$ cat config.mk
export PLATFORM = sky130hd
export DESIGN_NAME = handshake_constant_seq
export DESIGN_NICKNAME = d
export VERILOG_FILES = /design/src/rtl/handshake_constant_seq_pkg.sv /design/src/rtl/handshake_constant_seq_oehb.sv /design/src/rtl/handshake_constant_seq.sv
export SDC_FILE = /design/constraint.sdc
export NUM_CORES = 1
export LEC_CHECK = 0
export CAP_MARGIN = 10
export CORE_UTILIZATION = 32
export CTS_BUF_LIST = sky130_fd_sc_hd__clkbuf_16
export DETAILED_ROUTE_END_ITERATION = 16
export PLACE_DENSITY = 0.87
export SYNTH_ARGS = -nofsm -noshare
export SYNTH_HDL_FRONTEND = slang
export SYNTH_SLANG_ARGS = --single-unit
$ cat constraint.sdc
create_clock -name clk -period 2.2 [get_ports clk]
set_input_delay 0.22 -clock clk [delete_from_list [all_inputs] [get_ports clk]]
set_output_delay 0.22 -clock clk [all_outputs]
set_load 0.01 [all_outputs]
$ cat src/rtl/handshake_constant_seq_pkg.sv
// Shared helpers for parametrised handshake units.
// Provides the table index width used by the constant sequencer.
package handshake_constant_seq_pkg;

    // Index width; a single-entry table still needs a 1-bit index.
    function automatic int idx_width(input int n);
        return (n > 1) ? $clog2(n) : 1;
    endfunction

endpackage

$ cat src/rtl/handshake_constant_seq_oehb.sv
// handshake_oehb: 1-entry opaque elastic buffer, registered valid/data.
// Ports: clk, rst (async active-low), ins/ins_valid/ins_ready, outs/outs_valid/outs_ready.
module handshake_oehb #(
    parameter int W = 33
) (
    input  logic         clk,
    input  logic         rst,
    input  logic [W-1:0] ins,
    input  logic         ins_valid,
    output logic         ins_ready,
    output logic [W-1:0] outs,
    output logic         outs_valid,
    input  logic         outs_ready
);

    // Slot is free when empty or being drained this cycle.
    assign ins_ready = ~outs_valid | outs_ready;

    always_ff @(posedge clk or negedge rst) begin
        if (!rst) begin
            outs_valid <= 1'b0;
            outs       <= '0;
        end else if (ins_valid && ins_ready) begin
            outs_valid <= 1'b1;
            outs       <= ins;
        end else if (outs_ready) begin
            outs_valid <= 1'b0;
        end
    end

endmodule

$ cat src/rtl/handshake_constant_seq.sv
// Elastic constant source: each ctrl token emits the next table entry.
// Ports: clk, rst (async active-low), restart, ctrl_*, outs/outs_last/outs_*.
module handshake_constant_seq
    import handshake_constant_seq_pkg::*;
#(
    parameter int                              DATA_WIDTH = 32,
    parameter int                              NUM_VALUES = 4,
    parameter logic [NUM_VALUES*DATA_WIDTH-1:0] VALUES    = '0,
    parameter bit                              WRAP       = 1'b1
) (
    input  logic                  clk,
    input  logic                  rst,
    input  logic                  restart,
    input  logic                  ctrl_valid,
    output logic                  ctrl_ready,
    output logic [DATA_WIDTH-1:0] outs,
    output logic                  outs_last,
    output logic                  outs_valid,
    input  logic                  outs_ready
);

    localparam int               IDX_W   = idx_width(NUM_VALUES);
    localparam logic [IDX_W-1:0] IDX_MAX = IDX_W'(NUM_VALUES - 1);

    logic [IDX_W-1:0]      idx;
    logic [DATA_WIDTH-1:0] entry;
    logic                  at_max;
    logic                  accept;

    assign at_max = (idx == IDX_MAX);
    assign accept = ctrl_valid & ctrl_ready;

    always_comb begin
        entry = '0;
        for (int k = 0; k < NUM_VALUES; k++) begin
            if (idx == IDX_W'(k)) begin
                entry = VALUES[k*DATA_WIDTH +: DATA_WIDTH];
            end
        end
    end

    // Restart wins over advance; the token accepted alongside it
    // was already built from the old index.
    always_ff @(posedge clk or negedge rst) begin
        if (!rst) begin
            idx <= '0;
        end else if (restart) begin
            idx <= '0;
        end else if (accept) begin
            if (at_max) begin
                if (WRAP) begin
                    idx <= '0;
                end
            end else begin
                idx <= idx + 1'b1;
            end
        end
    end

    handshake_oehb #(
        .W(DATA_WIDTH + 1)
    ) u_slot (
        .clk       (clk),
        .rst       (rst),
        .ins       ({entry, at_max}),
        .ins_valid (ctrl_valid),
        .ins_ready (ctrl_ready),
        .outs      ({outs, outs_last}),
        .outs_valid(outs_valid),
        .outs_ready(outs_ready)
    );

endmodule
After elaboration in Yosys (flattened, before gate mapping)
Cells that the tools add are included.
{ "op_classes": {"add_sub_neg": 1, "eq_ne": 1, "mux": 5, "n_bitwise": 3, "reduce_logical": 3} }
{ "op_table": {"columns": ["op", "count"], "rows": [
  ["2-bit 2-to-1 mux", 3],
  ["2-bit nonzero test", 2],
  ["2-bit by 1-bit adder with 2-bit output, second input constant", 1],
  ["2-bit equality test, second input constant", 1],
  ["1-bit 2-to-1 mux", 2],
  ["1-bit AND", 1],
  ["1-bit logical AND", 1],
  ["1-bit inverter", 1],
  ["1-bit OR", 1]
]} }
{ "totals": {"reg_bits": 4, "in_bits": 5, "output_inout_bits": 35, "elab_cells": 16} }

Logic depth before layout (Yosys ltp)
{ "depth": {"depth_word": 5, "mapped_depth": 4, "mapped_depth_nobuf": 4} }

Cells and area by module
From an unflattened synthesis, not the netlist that was laid out.
{ "unflattened": {"hier_cells": 83, "hier_area_um2": 1540.2} }
{ "by_module_without_submodules": {"columns": ["mod", "instances", "cells_per_inst", "area_each_um2", "seq_area_each_um2"], "rows": [
  ["handshake_oehb", 1, 73, 1427.6, 850.8],
  ["handshake_constant_seq", 1, 10, 112.6, 50.0]
]} }

Least setup slack after synthesis
Ideal clock, no wire load.
{ "synth_path": {"kind": "reg-to-reg", "start": "reg u_slot.outs_valid", "end": "reg u_slot.outs[0]", "setup_ps": 125, "arrival_time_ps": 962, "t_required_ps": 2075, "slack_ps": 1113, "stages_incl_launch_ff": 4, "n_path_buf": 0, "synth_period_minus_slack_ps": 1087, "path_cell_list": "dfrtp_1 > nand2b_4 > and2_4 > mux2_4"} }
{ "synth_between": {"elab_chain_cells": 3} }
{ "synth_rtl": {"columns": ["item", "line_no", "source"], "rows": [
  ["start: declaration", "handshake_constant_seq_oehb.sv:12", "output logic outs_valid,"],
  ["start signal: assignment", "handshake_constant_seq_oehb.sv:21", "outs_valid <= 1'b0;"],
  ["start signal: assignment", "handshake_constant_seq_oehb.sv:24", "outs_valid <= 1'b1;"],
  ["start signal: assignment", "handshake_constant_seq_oehb.sv:27", "outs_valid <= 1'b0;"],
  ["1-bit inverter", "handshake_constant_seq_oehb.sv:17", "assign ins_ready = ~outs_valid | outs_ready;"],
  ["1-bit OR", "handshake_constant_seq_oehb.sv:17", null],
  ["via ctrl_ready", "handshake_constant_seq.sv:15", "output logic ctrl_ready,"],
  ["1-bit logical AND", "handshake_constant_seq_oehb.sv:23", "end else if (ins_valid && ins_ready) begin"],
  ["end signal: assignment", "handshake_constant_seq_oehb.sv:25", "outs <= ins;"],
  ["end: declaration", "handshake_constant_seq_oehb.sv:11", "output logic [W-1:0] outs,"]
]} }
The timed path passes the listed nets, and every way through them passes these cells.
A chain may end at the register's enable or synchronous reset.

Final worst setup path
{ "layout_path": {"start": "in outs_ready", "end": "out ctrl_ready"} }
{ "layout_between": {"elab_chain_cells": 1} }
{ "layout_rtl": {"columns": ["item", "line_no", "source"], "rows": [
  ["start: declaration", "handshake_constant_seq.sv:19", "input logic outs_ready"],
  ["1-bit OR", "handshake_constant_seq_oehb.sv:17", null],
  ["end: declaration", "handshake_constant_seq.sv:15", null]
]} }
No other way between the ends.

==> impl_metrics.ini <==
[synthesis]
synth_area_um2 = 442.9
ys_seq_area_frac = 0.2260
synthArstFlopShare = 1.000
ys.flop_type = dfrtp_1
ys_top_cells_by_count = buf_4 (32), dfrtp_1 (4), nand2b_1 (2), o21ai_0 (2)
yosysWarnings = 0
synthCells = 49
synth_seq_cells = 4
synth_edf_count = 0
synth_largest_area_cell = buf_4
syn_avg_cell_area_um2 = 9.039
synth.area.top_cells = buf_4 (54%), dfrtp_1 (23%), mux2_4 (3.4%)
ys_types = 13
synth.most_common_cell = buf_4
synth_top_area_share = 0.5424

[finish]
area_delta_synth_final_pct = 9.039
drive_gt1_frac = 0.1034
fin_cells = 73
nets = 66
utilization = 0.3712
antenna_cells = 0

[place]
pre_cts_ws_ps = 646.9
dp_hpwl_um = 394.1
portBuffers = 7
place_congestion = 0.5614
dpl.cell_count = 70

[clocking]
clk_pin_slew_ps = 30
cts_setup_buffers = 0
clkSinkCount = 4
ctsResizeCount = 0
cts_root_buf = clkbuf_16
ctsHoldBuffers = 0
cts_buffer_depth = 2
cts_htree_levels = 1
tritoncts = yes
worstSkewPairLatency_ps = 220
cts_made_buffers = 3

[timing]
tns_ps = 0
drv_slew = 0
finalSetupViolCount = 0
holdWs_ps = 206.3
max_freq_mhz = 636.8
hold_viol = 0
fin_skew_ps = 2.822
finalWorstPathRequiredPeriod_ps = 1570
setup_slack_ps = 629.6
fin_crit_sh = 0.7138
grt_setup_unrepaired = no

[global_route]
grt_overflow = 0
grt_antenna_before_repair = 0
grt_max_degree = 6
track_usage = 0.06794
grt_pass1_vias = 153
grt_first_pass_wirelength_um = 607

[worst_setup_path]
crit_type = in -> out
max_stage_delay_ps = 530
critPathArrivalTime_ps = 1350
worst_setup_path_end_kind = output pin
r2r-start = u_slot.outs_valid$_DFFE_PN0P_
path_cells = clkdlybuf4s50_1 -> nand2b_4 -> clkdlybuf4s50_1
worst_setup_path_start_kind = input port
cp_max_fo = 5
crit_top_cell = clkdlybuf4s50_1
cp-startpoint = outs_ready
crit_path_top_delay_cell = clkdlybuf4s50_1
worstPathRequired_ps = 1980

[floorplanning]
die_area_um2 = 1537
io_pins = 40
initial_core_util = 0.3404
rows = 13
die_x_um = 39.21
coreArea_um2 = 1301
die_h_um = 39.21

[detailed_routing]
dr.pass1.iters = 2
via_per_inst = 3.315
drcViolationCount = 0
num_vias = 242
drt_iter0_drc = 1
final_antenna_net_count = 0
route.detailed.wl_per_inst_um = 7.082
wl_um = 517

[power_and_ir_drop]
max-vdd-ir-drop_mv = 0.2554
pwr_density_cell_nw_per_um2 = 870.4
leakage_nw = 0.2646

[run_status]
status = finished, final reports clean

[run]
max-cap-violations = 0

[min_path]
hold_class = in -> async
cells by family after synthesis:
| family | after synthesis | share of synthesized area |
|---|---|---|
| flip-flops | 4 | 0.2260 |
| adder cells (fa/ha/maj) | 1 | 0.02824 |
| multiplexers | 1 | 0.03389 |
| buffers and inverters | 32 | 0.5424 |
| other | 1 | 0.008466 |
| AO/OA/AOI/OAI | 2 | 0.02260 |
| AND/OR/NAND/NOR | 8 | 0.1384 |
cells in the final DEF, fill, tap and decap left out:
| master | synthesis | routed |
|---|---|---|
| or2b_1 | 1 | 1 |
| ha_1 | 1 | 1 |
| o21ai_0 | 2 | 2 |
| dfrtp_1 | 4 | 4 |
| clkbuf_16 | 0 | 3 |
| nand3_1 | 1 | 1 |
| nor3_1 | 1 | 1 |
| nand2b_1 | 2 | 2 |
| mux2_4 | 1 | 1 |
| nand4b_1 | 1 | 1 |
| clkdlybuf4s50_1 | 0 | 7 |
| and2_4 | 1 | 1 |
| conb_1 | 1 | 32 |
| nand2b_4 | 1 | 1 |
metal layers:
layer / vias up / share of wire / global-route usage / routed length, um
met4: 0 / 0 / 0.05172 / 0
met5: - / 0 / 0 / 0
li1: 108 / - / - / -
met2: 23 / 0.50 / 0.1250 / 258
met3: 0 / 0.15 / 0.05202 / 80
met1: 111 / 0.34 / 0.04138 / 178
sequential cells by signal, summed over array words and instances (netlist names):
register           cells
idx                    2
u_slot.outs            1
u_slot.outs_valid      1
critical path: cells and delay by family:
kind                   cells  cell delay (ps)
buffers and inverters      2              990
AND/OR/NAND/NOR            1              140
final timing paths:
path	cells past startpoint	slack, ps	to
worst max-delay path	3	630	ctrl_ready
min in group clk	1	510	u_slot.outs[0]$_DFFE_PN0P_
worst min-delay path	1	210	u_slot.outs[0]$_DFFE_PN0P_
max in group asynchronous	1	1820	idx[1]$_DFFE_PN0P_
worst min register to register	1	510	u_slot.outs[0]$_DFFE_PN0P_
worst max register to register	3	1140	u_slot.outs[0]$_DFFE_PN0P_
through the flow:
step | instance area [um2] | power (mW)
6_report | 483.0 | 0.4204
5_1_grt | 483.0 | 0.4393
4_1_cts | 483.0 | 0.4266
3_5_place_dp | 407.9 | 0.1370
3_3_place_gp | 407.9 | 0.1357
2_1_floorplan | 559.3 | 0.1621
cell type report:
class	count	area [um2]
Timing Repair Buffer	7	70.07
Clock buffer	3	75.07
Sequential cell	4	100.1
Multi-Input combinational cell	44	219.0
Tap cell	15	18.77
Fill cell	143	818.3
report_power, final:
| part | switching, mW | internal (mW) | leakage [nW] |
|---|---|---|---|
| clock network | 0.0507 | 0.232 | 0.0370 |
| logic | 0.0364 | 0.0194 | 0.176 |
| registers | 0.00324 | 0.0784 | 0.0516 |
Power figures use the tool's default switching activity.
